`src/rtl/mandel_pixel_scheduler.sv`:
```
// Raster-order pixel dispatcher for a pool of Mandelbrot iteration cores, with round-robin
// framebuffer writeback. Define MANDEL_SCHED_STATS_EN to add the frame_cycles counter output.
module mandel_pixel_scheduler #(
    parameter int unsigned NUM_CORES = 2,
    parameter int unsigned H_RES     = 640,
    parameter int unsigned V_RES     = 480,
    parameter int unsigned ADDR_W    = 19
) (
    input  logic                     clk,
    input  logic                     rst,
    input  logic                     start,
    output logic                     busy,
    output logic                     frame_done,
    output logic [NUM_CORES-1:0]     core_start,
    output logic [9:0]               core_x,
    output logic [9:0]               core_y,
    input  logic [NUM_CORES-1:0]     core_done,
    input  logic [8*NUM_CORES-1:0]   core_iters,
    output logic                     fb_we,
    output logic [ADDR_W-1:0]        fb_addr,
    output logic [7:0]               fb_data,
    input  logic                     fb_ready
`ifdef MANDEL_SCHED_STATS_EN
    ,
    output logic [31:0]              frame_cycles
`endif
);

    localparam int unsigned IDX_W = (NUM_CORES > 1) ? $clog2(NUM_CORES) : 1;

    typedef enum logic [1:0] {T_IDLE, T_DISPATCH, T_DRAIN} top_state_t;
    typedef enum logic [1:0] {SL_IDLE, SL_RUN, SL_RESULT} slot_state_t;

    top_state_t        state, state_nxt;
    slot_state_t       slot_st    [NUM_CORES];
    logic [ADDR_W-1:0] slot_addr  [NUM_CORES];
    logic [7:0]        slot_iters [NUM_CORES];

    logic [9:0]        px, py;
    logic [ADDR_W-1:0] pix_addr;
    logic [IDX_W-1:0]  wb_slot, rr_ptr;

    logic              disp_en, disp_found, last_pix, all_idle, frame_end;
    logic              wb_accept, wb_found, wb_load;
    logic [IDX_W-1:0]  disp_idx, wb_idx, wb_base, wb_after, wb_cand;

    // Next-state, dispatch grant (lowest IDLE slot) and writeback pick (round-robin RESULT slot)
    always_comb begin
        state_nxt  = state;
        disp_found = 1'b0;
        disp_idx   = '0;
        wb_found   = 1'b0;
        wb_idx     = '0;
        wb_cand    = '0;
        all_idle   = 1'b1;
        wb_accept  = fb_we && fb_ready;
        last_pix   = (px == 10'(H_RES - 1)) && (py == 10'(V_RES - 1));
        wb_after   = (wb_slot == IDX_W'(NUM_CORES - 1)) ? '0 : wb_slot + IDX_W'(1);
        wb_base    = wb_accept ? wb_after : rr_ptr;

        for (int i = NUM_CORES - 1; i >= 0; i--) begin
            if (slot_st[i] == SL_IDLE) begin
                disp_found = 1'b1;
                disp_idx   = IDX_W'(i);
            end else begin
                all_idle = 1'b0;
            end
        end

        // Descending offset so the candidate closest to wb_base wins; skip the slot being written
        for (int k = NUM_CORES - 1; k >= 0; k--) begin
            wb_cand = IDX_W'((32'(wb_base) + 32'(k)) % NUM_CORES);
            if ((slot_st[wb_cand] == SL_RESULT) && !(fb_we && (wb_slot == wb_cand))) begin
                wb_found = 1'b1;
                wb_idx   = wb_cand;
            end
        end
        wb_load = wb_found && (!fb_we || wb_accept);

        disp_en = disp_found && ((state == T_DISPATCH) || ((state == T_IDLE) && start));

        case (state)
            T_IDLE:     if (start) state_nxt = (disp_en && last_pix) ? T_DRAIN : T_DISPATCH;
            T_DISPATCH: if (disp_en && last_pix) state_nxt = T_DRAIN;
            T_DRAIN:    if (all_idle && !fb_we) state_nxt = T_IDLE;
            default:    state_nxt = T_IDLE;
        endcase
        frame_end = (state == T_DRAIN) && (state_nxt == T_IDLE);
    end

    // Top state, dispatch outputs and raster counters
    always_ff @(posedge clk or negedge rst) begin
        if (!rst) begin
            state      <= T_IDLE;
            busy       <= 1'b0;
            frame_done <= 1'b0;
            core_start <= '0;
            core_x     <= '0;
            core_y     <= '0;
            px         <= '0;
            py         <= '0;
            pix_addr   <= '0;
        end else begin
            state      <= state_nxt;
            busy       <= (state_nxt != T_IDLE);
            frame_done <= frame_end;
            core_start <= disp_en ? (NUM_CORES'(1) << disp_idx) : '0;
            if (disp_en) begin
                core_x <= px;
                core_y <= py;
                if (last_pix) begin
                    px       <= '0;
                    py       <= '0;
                    pix_addr <= '0;
                end else begin
                    pix_addr <= pix_addr + ADDR_W'(1);
                    if (px == 10'(H_RES - 1)) begin
                        px <= '0;
                        py <= py + 10'd1;
                    end else begin
                        px <= px + 10'd1;
                    end
                end
            end
        end
    end

    // Per-core slot tracking: address fixed at dispatch, iteration count captured on done
    always_ff @(posedge clk or negedge rst) begin
        if (!rst) begin
            for (int i = 0; i < NUM_CORES; i++) begin
                slot_st[i]    <= SL_IDLE;
                slot_addr[i]  <= '0;
                slot_iters[i] <= '0;
            end
        end else begin
            for (int i = 0; i < NUM_CORES; i++) begin
                case (slot_st[i])
                    SL_IDLE: if (disp_en && (disp_idx == IDX_W'(i))) begin
                        slot_st[i]   <= SL_RUN;
                        slot_addr[i] <= pix_addr;
                    end
                    SL_RUN: if (core_done[i]) begin
                        slot_st[i]    <= SL_RESULT;
                        slot_iters[i] <= core_iters[8*i +: 8];
                    end
                    SL_RESULT: if (wb_accept && (wb_slot == IDX_W'(i))) slot_st[i] <= SL_IDLE;
                    default: slot_st[i] <= SL_IDLE;
                endcase
            end
        end
    end

    // Framebuffer write register: held until accepted, reloaded in the accept cycle
    always_ff @(posedge clk or negedge rst) begin
        if (!rst) begin
            fb_we   <= 1'b0;
            fb_addr <= '0;
            fb_data <= '0;
            wb_slot <= '0;
            rr_ptr  <= '0;
        end else begin
            if (wb_accept) begin
                fb_we  <= 1'b0;
                rr_ptr <= wb_after;
            end
            if (wb_load) begin
                fb_we   <= 1'b1;
                fb_addr <= slot_addr[wb_idx];
                fb_data <= slot_iters[wb_idx];
                wb_slot <= wb_idx;
            end
        end
    end

`ifdef MANDEL_SCHED_STATS_EN
    logic [31:0] cyc_cnt;

    // Busy-cycle counter; the final busy cycle is added as the result is copied out
    always_ff @(posedge clk or negedge rst) begin
        if (!rst) begin
            cyc_cnt      <= '0;
            frame_cycles <= '0;
        end else begin
            if ((state == T_IDLE) && start) begin
                cyc_cnt <= '0;
            end else if (busy) begin
                cyc_cnt <= cyc_cnt + 32'd1;
            end
            if (frame_end) frame_cycles <= cyc_cnt + 32'd1;
        end
    end
`endif

endmodule
```
`config.mk`:
```
export PLATFORM = sky130hd
export DESIGN_NAME = mandel_pixel_scheduler
export DESIGN_NICKNAME = d
export VERILOG_FILES = /design/src/rtl/mandel_pixel_scheduler.sv
export SDC_FILE = /design/constraint.sdc
export NUM_CORES = 1
export LEC_CHECK = 0
export ABC_AREA = 0
export ABC_CLOCK_PERIOD_IN_PS = 2280
export CAP_MARGIN = 20
export CELL_PAD_IN_SITES_DETAIL_PLACEMENT = 0
export CELL_PAD_IN_SITES_GLOBAL_PLACEMENT = 1
export CORE_MARGIN = 4
export CORE_UTILIZATION = 25
export DETAILED_ROUTE_END_ITERATION = 10
export HOLD_SLACK_MARGIN = 0.08
export PLACE_DENSITY = 0.5
export SLEW_MARGIN = 30
export SYNTH_ARGS = -nofsm -noshare
export SYNTH_HDL_FRONTEND = slang
export SYNTH_SLANG_ARGS = --single-unit
```
`constraint.sdc`:
```
create_clock -name clk -period 2.28 [get_ports clk]
set_input_delay 0.57 -clock clk [delete_from_list [all_inputs] [get_ports clk]]
set_output_delay 0.57 -clock clk [all_outputs]
set_load 0.02 [all_outputs]
```
[Word-level counts from Yosys, hierarchy flattened]
Index checks and enable logic that the tools add are counted.
Storage, ports and cells
  flip-flop bits (word level): 153
  input port bits: 22
  logic and storage cells: 130
Cells by class
  $add $sub $neg: 5
  order comparisons: 3
  eq/ne operators: 18
  shift operators: 1
  muxes and demuxes: 43
  bitwise logic cells: 5
  reduce and logical (&&, ||, !) cells: 35
Operators with widths (number)
  19-bit two-way mux: 4
  10-bit two-way mux: 4
  2-bit two-way mux: 17
  8-bit two-way mux: 3
  10-bit by 1-bit adder with 10-bit output, second input constant: 2
  19-bit by 1-bit adder with 19-bit output, second input constant: 1
  2-bit case mux with 3 select lines: 3
  1-bit logical AND: 16
  1-bit two-way mux: 12
  10-bit equality test, second input constant: 1
  10-bit by 9-bit equality test with 1-bit output, second input constant: 1
  2-bit equality test, second input constant: 5
  2-bit AND reduction: 5
  2-bit zero test: 4
  2-bit inequality test, second input constant: 4
  2-bit by 1-bit equality test with 1-bit output, second input constant: 3
  2-bit greater-or-equal comparator, second input constant: 3
  1-bit inverter with 2-bit output: 3
  3-bit AND reduction: 2
  2-bit nonzero test: 3
  2-bit by 1-bit inequality test with 1-bit output, second input constant: 2
  1-bit zero test: 3
  1-bit adder, second input constant: 2
  1-bit equality test: 2
  other kinds (3): 5

[Depth between registers and ports, before layout]
Gate-level depths: netlist (run 1).
  word-level depth: 16
  depth in mapped cells: 7
  mapped depth without buffers: 5

[Worst setup path before layout (run 1)]
Ideal clock, no wire load.
  kind: flip-flop to flip-flop
  from: register fb_we
  to: register fb_addr[0]
  data arrival time: 2.063 ns
  slack: 0.093 ns
  cell stages (with the launch flop): 7
  buffers on the path: 2
  cell sequence: dfrtp_1 > nor4b_1 > a211o_1 > buf_2 > buf_1 > mux2_2 > mux2_2
Between the ends
  cells in the longest elaborated chain, start to end: 15
  elaborated cells between the ends (all ways): 32
  those cells by class: 1 x add/sub; 4 x eq/ne; 14 x mux; 3 x bitwise; 10 x reduce/logical
Ends and longest elaborated chain
  start, declared: RTL line 19  | output logic fb_we,
  start signal, assigned: RTL line 157  | fb_we <= 1'b0;
  start signal, assigned: RTL line 164  | fb_we <= 1'b0;
  start signal, assigned: RTL line 168  | fb_we <= 1'b1;
  1-bit logical AND: RTL line 56  | wb_accept = fb_we && fb_ready;
  1-bit two-way mux
  1-bit adder: RTL line 72  | wb_cand = IDX_W'((32'(wb_base) + 32'(k)) % NUM_CORES);
  1-bit inverter with 2-bit output (not written as such): RTL line 73  | if ((slot_st[wb_cand] == SL_RESULT) && !(fb_we && (wb_slot == wb_cand))) begin
  2-bit two-way mux (not written as such) (3 in a row): RTL line 73
  2-bit equality test: RTL line 73
  1-bit logical AND: RTL line 73
  1-bit two-way mux (2 in a row): RTL line 73
  1-bit inverter with 2-bit output (not written as such): RTL line 169  | fb_addr <= slot_addr[wb_idx];
  19-bit two-way mux (not written as such) (3 in a row): RTL line 169
  end signal, assigned: RTL line 169
  end, declared: RTL line 20  | output logic [ADDR_W-1:0] fb_addr,
Parallel ways exist; a longest one is shown, timed or not. The select of a mux whose other input is x is not followed.
A chain may end at the register's enable or synchronous reset.

[Worst setup path in the final report (run 1)]
  from: register fb_we
  to: output fb_we
No word-level cell between the ends.

==> impl_summary.txt, run 1 <==
----------------------------------------------------
[Clock tree]
  TritonCTS buffer count ... 17
  Clock tree from TritonCTS ... yes
  Clock transition at path regs ... 0.08 ns
  CTS sink count ... 153
  Worst skew pair latency ... 0.43 ns
  Buffer levels on the longest clock path ... 2
  Max H-tree Level ... 4
  Buffers inserted during post-CTS setup optimization ... 0
  Clk Tree Root Cell ... sky130_fd_sc_hd__clkbuf_16

[Logic synthesis]
  Net count after synthesis ... 579
  Flip-flop and latch count after synthesis ... 153
  Top post-synthesis cells by area ... sky130_fd_sc_hd__dfrtp_1 57%, sky130_fd_sc_hd__mux2_2 18%, sky130_fd_sc_hd__nand2_1 4.6%, sky130_fd_sc_hd__o21ai_0 1.7%, sky130_fd_sc_hd__xnor2_1 1.6%
  Number of synthesized flops with an enable pin ... 0
  Sequential element share of the synthesized area ... 57.48%
  Cell count after synthesis ... 554
  Fraction of registers with async set or reset after synthesis ... 100.0%
  Total standard cell area after synthesis ... 6661 um^2
  Area share of the largest cell type after synthesis ... 57.48%
  Cell type contributing the most total cell area after synthesis ... sky130_fd_sc_hd__dfrtp_1
  Avg Inst Size Synth ... 12.02 um^2
  Count of distinct cell types in the synthesized netlist ... 45
  Most used flip-flop cell after synthesis ... sky130_fd_sc_hd__dfrtp_1
  Synth Warn # ... 0

[Critical path]
  WS Path Type ... flop to primary output
  Max FO, Critical Path ... 6
  Kind of start point of the critical path ... flop
  Data arrival time of the critical path ... 1.58 ns
  Required time reported for the critical path endpoint ... 1.71 ns
  Internal reg-to-reg setup slack ... 0.21 ns
  Worst r2r path cells ... 6
  Library cell contributing the largest single delay on the critical path ... sky130_fd_sc_hd__clkdlybuf4s50_1
  CP endpoint kind ... primary output
  Critical register-to-register path endpoint ... py[8]
  Critical path launch point ... fb_we
  Critical Path End ... fb_we
  CP max stage delay ... 0.62 ns
  RR Startpoint ... px[0]
  Cell chain of the critical path ... buf_4 -> clkdlybuf4s50_1

[Finish]
  Antenna fix cells ... 0
  Layout overhead on the synthesized area ... 30.48%
  Most used cells in the layout excluding fill and tap cells ... 153 x sky130_fd_sc_hd__dfrtp_1, 106 x sky130_fd_sc_hd__mux2_2, 82 x sky130_fd_sc_hd__nand2_1
  Final net count ... 685
  Number of inserted filler cells in the final layout ... 2647
  Layout cell share with drive strength beyond 1 ... 28.53%
  Most common library cell in the layout ignoring fill and taps ... sky130_fd_sc_hd__dfrtp_1
  Final std cells w/o fill ... 1008

[STA]
  Normalized max-slew margin ... 64.27%
  Final slew viol count ... 0
  Worst Tran Pin Value ... 0.5344 ns
  RSZ-0062 raised after global routing ... false
  Count of endpoints failing hold in the final timing report ... 0
  Share of the clock period used by the worst path ... 94.18%
  Skew final ... 0.01618 ns
  Worst Hold Margin ... 0.4807 ns
  Setup-violating endpoint count in the final report ... 0
  Min Clock Period, post-route ... 2.147 ns
  Max Freq ... 0.4657 GHz

[Die]
  Initial cell density of the core ... 25.49%
  Horizontal die dimension ... 171.2 um
  Die Span Y ... 171.2 um
  Die footprint ... 29320 um^2
  Number of ports placed on the die boundary ... 74
  Core Box Area ... 26130 um^2
  Row count ... 59

[Global route]
  Global-route wire length before repair ... 26680 um
  Combined global-route utilization of all metal layers ... 11.49%
  Overflow after GRT ... 0
  Antenna violations before repair ... 0
  Pin count of the biggest net entering global routing ... 51
  Number of global-route vias before repair ... 4989

[Drt]
  Via count of the routed design ... 4615
  DRC errors left ... 0
  Router iterations before antenna repair ... 6
  Average routed wire per standard cell ... 15.80 um
  Detail Route Antenna Nets ... 0
  Final routed wirelength across all metal layers ... 15930 um
  Post-detailed-route via-to-cell ratio ... 4.578
  Number of design-rule violations left by the first detailed-router iteration ... 173

[Run]
  Max_cap viols ... 0

[Placed design]
  Total half-perimeter wirelength after legalization and detailed placement ... 10950 um
  Port-buffer cells ... 73
  Post-Place Cells ... 975
  Gp weighted congestion ... 0.7671

[Worst hold path]
  Class of the worst hold path ... flop to flop

[Power]
  Power per cell area ... 1366 nW/um^2
  Leakage power ... 0.003745 uW
  Maximum vdd ir drop ... 0.4460 mV

[Run status]
  Outcome ... completed

----------------------------------------------------
[power breakdown]
part / internal, uW / leakage (uW) / switching (uW)
combinational: 2480 / 0.00154 / 2240
sequential: 3700 / 0.00192 / 618
clock: 1500 / 0.000288 / 1320
[final cells by class]
cell class	instances	area, um^2	area share (%)
multi-input combinational	366	2695	31.01
sequential	153	3829	44.05
clock inverter	14	153.9	1.771
clock buffer	18	439.2	5.053
timing repair buffer	113	1122	12.91
tap	335	419.2	4.822
inverter	9	33.78	0.3887
[layer usage]
| layer | global-route usage (%) | up-vias | routed length, um |
|---|---|---|---|
| li1 | - | 2171 | - |
| met1 | 14.77 | 2352 | 7280 |
| met2 | 19.06 | 75 | 7826 |
| met3 | 2.965 | 17 | 605 |
| met4 | 3.651 | 0 | 214 |
| met5 | 0 | - | 0 |
[per-stage QoR]
step	power [uW]	cell area, um^2	util, %	worst slack [ns]	setup TNS, ns
final	11870	8692	33.26	0.1327	0
after global routing	12690	8692	33.26	0.07088	0
after CTS	12090	8686	33.24	0.1162	0
after detailed placement	9191	8083	30.93	-0.2823	-3.145
after global placement	9090	8083	30.93	-0.2280	-2.489
after floorplan	7173	6661	-	0.09273	0
[flip-flops by register name, summed over array words and instances, names as in the netlist, 4 cells and up]
signal      count
core_y         10
slot_st         4
core_x         10
fb_data         8
slot_addr      38
fb_addr        19
py             10
pix_addr       19
slot_iters     16
px             10
[worst max-delay path: cells and delay by family (launching register included)]
| family | cells | cell delay [ns] |
|---|---|---|
| buf+inv | 2 | 0.78 |
| flops | 1 | 0.37 |
[timing repair]
action | in CTS | in global routing
resized for setup | 0 | 1
hold buffers | 1 | 0
endpoints found under the hold margin | 32 | 0
endpoints found under the setup margin | 0 | 1
[synth_stat cells, types with 5 or more instances]
cell type	number
sky130_fd_sc_hd__nand2_1	82
sky130_fd_sc_hd__xnor2_1	12
sky130_fd_sc_hd__o31ai_1	7
sky130_fd_sc_hd__or3_1	5
sky130_fd_sc_hd__nand2b_1	5
sky130_fd_sc_hd__a21oi_1	10
sky130_fd_sc_hd__nor4_1	12
sky130_fd_sc_hd__nand4_1	6
sky130_fd_sc_hd__o21ai_0	22
sky130_fd_sc_hd__mux2_2	106
sky130_fd_sc_hd__nor2_1	19
sky130_fd_sc_hd__inv_1	9
sky130_fd_sc_hd__nor3_1	6
sky130_fd_sc_hd__buf_2	6
sky130_fd_sc_hd__nand3_1	19
sky130_fd_sc_hd__buf_1	6
sky130_fd_sc_hd__clkbuf_1	12
sky130_fd_sc_hd__dfrtp_1	153
[worst min-delay path by stage]
stage                                to  slack [ns]           from  depth (start not counted)
after floorplan                    busy        0.27            rst                          0
after detailed placement      core_x[1]        0.46      core_x[1]                          2
after global routing      slot_addr[31]        0.51  slot_addr[31]                          2
after global placement    slot_addr[31]        0.46  slot_addr[31]                          2
after CTS                     core_y[6]        0.49      core_y[6]                          2
final                            rr_ptr        0.48         rr_ptr                          1
[kinds of logic after synthesis]
| logic type | share of synthesized area [%] |
|---|---|
| AND/OR/NAND/NOR | 13.71 |
| flip-flops | 57.48 |
| multiplexers | 18.52 |
| AO/OA/AOI/OAI | 5.372 |
| buffers and inverters | 2.254 |
| XOR/XNOR | 2.104 |
| adder cells (fa/ha/maj) | 0.5635 |
(Power assumes the default switching activity.)
==> run 2: changes to the inputs <==
- CAP_MARGIN: 20 -> not set
- CORE_UTILIZATION: 25 -> 45
- PLACE_DENSITY: 0.5 -> 0.8
==> impl_summary.txt, run 2 (synthesis results as in run 1) <==
----------------------------------------------------
[STA]
  Max Freq ... 0.4753 GHz (was 0.4657 GHz)
  Final slew viol count ... 0 (unchanged)
  Worst Tran Pin Value ... 0.5444 ns (was 0.5344 ns)
  Post-route setup TNS ... 0 ns (unchanged)
  Share of the clock period used by the worst path ... 92.27% (was 94.18%)
  Min Clock Period, post-route ... 2.104 ns (was 2.147 ns)
  Normalized max-slew margin ... 63.59% (was 64.27%)
  Skew final ... 0.004334 ns (was 0.01618 ns)
  RSZ-0062 raised after global routing ... false (unchanged)
  Count of endpoints failing hold in the final timing report ... 0 (unchanged)
  Setup-violating endpoint count in the final report ... 0 (unchanged)

[Finish]
  Flip-flop count of the largest register, all copies and words added ... 38 (unchanged)
  Antenna fix cells ... 0 (unchanged)
  Most flops, register ... slot_addr (unchanged)
  Layout overhead on the synthesized area ... 26.71% (was 30.48%)
  Most used cells in the layout excluding fill and tap cells ... 153 x sky130_fd_sc_hd__dfrtp_1, 106 x sky130_fd_sc_hd__mux2_2, 82 x sky130_fd_sc_hd__nand2_1 (unchanged)
  Final net count ... 674 (was 685)
  Registers with the most flip-flops ... slot_addr: 38 flops, fb_addr: 19 flops, pix_addr: 19 flops (unchanged)
  Layout cell share with drive strength beyond 1 ... 27.34% (was 28.53%)
  Most common library cell in the layout ignoring fill and taps ... sky130_fd_sc_hd__dfrtp_1 (unchanged)
  Post-layout utilization of the core ... 58.08% (was 33.26%)

[Drt]
  Number of design-rule violations left by the first detailed-router iteration ... 221 (was 173)
  DRC errors left ... 0 (unchanged)
  Met2 WL ... 6671 um (was 7826 um)
  Detail Route Antenna Nets ... 0 (unchanged)
  Average routed wire per standard cell ... 16.47 um (was 15.80 um)
  Router iterations before antenna repair ... 4 (was 6)
  Final routed wirelength across all metal layers ... 13930 um (was 15930 um)
  Via count of the routed design ... 4528 (was 4615)
  Routed length on met1 ... 6431 um (was 7280 um)
  Post-detailed-route via-to-cell ratio ... 5.352 (was 4.578)
  Met3 layer wire length in the routed design ... 654 um (was 605 um)
  Highest metal used ... met4 (unchanged)

[Global route]
  Number of global-route vias before repair ... 4793 (was 4989)
  Combined global-route utilization of all metal layers ... 17.83% (was 11.49%)
  Global-route wire length before repair ... 23710 um (was 26680 um)
  Pin count of the biggest net entering global routing ... 55 (was 51)
  Overflow after GRT ... 0 (unchanged)
  Antenna violations before repair ... 0 (unchanged)

[Power]
  Clock Power Share ... 24.2% (was 23.8%)
  Maximum vdd ir drop ... 0.7178 mV (was 0.4460 mV)
  Switching power as a share of total power ... 32.90% (was 35.26%)
  Power per cell area ... 1397 nW/um^2 (was 1366 nW/um^2)
  Power share of the combinational group ... 38.7% (was 39.8%)
  Overall power after layout ... 11790 uW (was 11870 uW)
  P_sw ... 3880 uW (was 4186 uW)
  Cell-internal power ... 7912 uW (was 7686 uW)
  Sequential cell fraction of total power ... 37.1% (was 36.4%)
  Leakage power ... 0.003699 uW (was 0.003745 uW)

[Critical path]
  Required time reported for the critical path endpoint ... 2.62 ns (was 1.71 ns)
  WS Path Type ... input pin to flop (was flop to primary output)
  Cell chain of the critical path ... clkdlybuf4s50_1 -> o21bai_2 -> or4_1 -> buf_4 -> or3_1 -> a21oi_1 (was buf_4 -> clkdlybuf4s50_1)
  Critical Path End ... pix_addr[8] (was fb_we)
  Worst r2r path cells ... 5 (was 6)
  Critical path launch point ... start (was fb_we)
  CP endpoint kind ... flop (was primary output)
  CP max stage delay ... 0.62 ns (about the same)
  Data arrival time of the critical path ... 2.44 ns (was 1.58 ns)
  RR Startpoint ... slot_st[0] (was px[0])
  Critical register-to-register path endpoint ... pix_addr[8] (was py[8])
  Max FO, Critical Path ... 6 (unchanged)
  Kind of start point of the critical path ... input pin (was flop)
  Internal reg-to-reg setup slack ... 0.22 ns (was 0.21 ns)
  Library cell contributing the largest single delay on the critical path ... sky130_fd_sc_hd__or4_1 (was sky130_fd_sc_hd__clkdlybuf4s50_1)

[Clock tree]
  TritonCTS buffer count ... 17 (unchanged)
  CTS sink count ... 153 (unchanged)
  Clock transition at path regs ... 0.06 ns (was 0.08 ns)
  Count of hold buffers inserted by post-cts repair ... 0 (was 1)
  Buffer levels on the longest clock path ... 2 (unchanged)
  Resized Gates After CTS ... 0 (unchanged)
  Clock tree from TritonCTS ... yes (unchanged)
  Max H-tree Level ... 4 (unchanged)
  Clk Tree Root Cell ... sky130_fd_sc_hd__clkbuf_16 (unchanged)
  Worst skew pair latency ... 0.42 ns (was 0.43 ns)
  Buffers inserted during post-CTS setup optimization ... 0 (unchanged)

[Die]
  Die Span Y ... 129.7 um (was 171.2 um)
  Initial cell density of the core ... 45.83% (was 25.49%)
  Core Box Area ... 14530 um^2 (was 26130 um^2)
  Number of ports placed on the die boundary ... 74 (unchanged)
  Row count ... 44 (was 59)
  Die footprint ... 16810 um^2 (was 29320 um^2)
  Horizontal die dimension ... 129.7 um (was 171.2 um)

[Run]
  Max_cap viols ... 0 (unchanged)

[Worst hold path]
  Class of the worst hold path ... input pin to asynchronous set/reset pin (was flop to flop)

[Run status]
  Outcome ... completed (unchanged)

[Placed design]
  Total half-perimeter wirelength after legalization and detailed placement ... 9492 um (was 10950 um)
  Port-buffer cells ... 73 (unchanged)
  Gp weighted congestion ... 0.7833 (was 0.7671)

----------------------------------------------------
[run 2: changes by cell type in the layout (fill, tap and decap cells not counted), sizes merged]
| cell | before | now |
|---|---|---|
| bufinv | 0 | 3 |
| buf | 40 | 30 |
| dlygate4sd3 | 1 | 0 |
| clkinv | 4 | 5 |
| clkinvlp | 1 | 4 |
| inv | 18 | 9 |
| clkbuf | 18 | 20 |
[run 2: critical path: cells and delay by family]
family                 cells  cell delay [ns]
AO/OA/AOI/OAI              2             0.25
buffers and inverters      2             0.68
AND/OR/NAND/NOR            2             0.93
[run 2: through the flow]
stage	cells	hold WS [ns]	cell area (um^2)	setup slack, ns
2_1_floorplan	554	0.2744	6661	0.09273
3_3_place_gp	814	0.4589	7831	-0.1973
3_5_place_dp	814	0.4613	7831	-0.2542
4_1_cts	846	0.1141	8437	0.1148
5_1_grt	846	0.1327	8441	0.09524
6_report	846	0.1132	8441	0.1763
[run 2: metal layers]
layer | GRT usage (%) | vias up
li1 | - | 2154
met1 | 23.42 | 2268
met2 | 28.97 | 91
met3 | 4.246 | 15
met4 | 6.540 | 0
met5 | 0 | -
[run 2: power by group through the flow]
| stage | clock network [uW] | logic [uW] | registers (uW) |
|---|---|---|---|
| floorplan | 0 | 2510 | 4660 |
| global placement | 0 | 4520 | 4340 |
| detailed placement | 0 | 4620 | 4410 |
| CTS | 2920 | 4650 | 4370 |
| global route | 3030 | 4980 | 4520 |
| finish | 2860 | 4560 | 4380 |
[run 2: cell type report]
| type | instances | area [um^2] |
|---|---|---|
| multi-input cells | 366 | 2693 |
| flip-flops and latches | 153 | 3829 |
| fillers | 1219 | 6093 |
| clock inverters | 12 | 148.9 |
| well taps | 184 | 230.2 |
| inverters | 9 | 33.78 |
| clock buffers | 20 | 456.7 |
| repair buffers | 102 | 1050 |
[run 2: worst min path at each step]
| stage | from | to | slack (ns) | cells past startpoint |
|---|---|---|---|---|
| global placement | slot_addr[24] | slot_addr[24] | 0.46 | 2 |
| floorplan | rst | busy | 0.27 | 0 |
| finish | rst | core_start[0] | 0.11 | 1 |
| detailed placement | core_y[7] | core_y[7] | 0.46 | 2 |
| global route | rst | fb_addr[17] | 0.13 | 1 |
| CTS | rst | fb_addr[17] | 0.11 | 1 |
==> run 3: changes to the inputs <==
- ABC_AREA: 0 -> not set
==> results of run 3 <==
The final DEF is identical to that of run 2; final timing and power are the same.
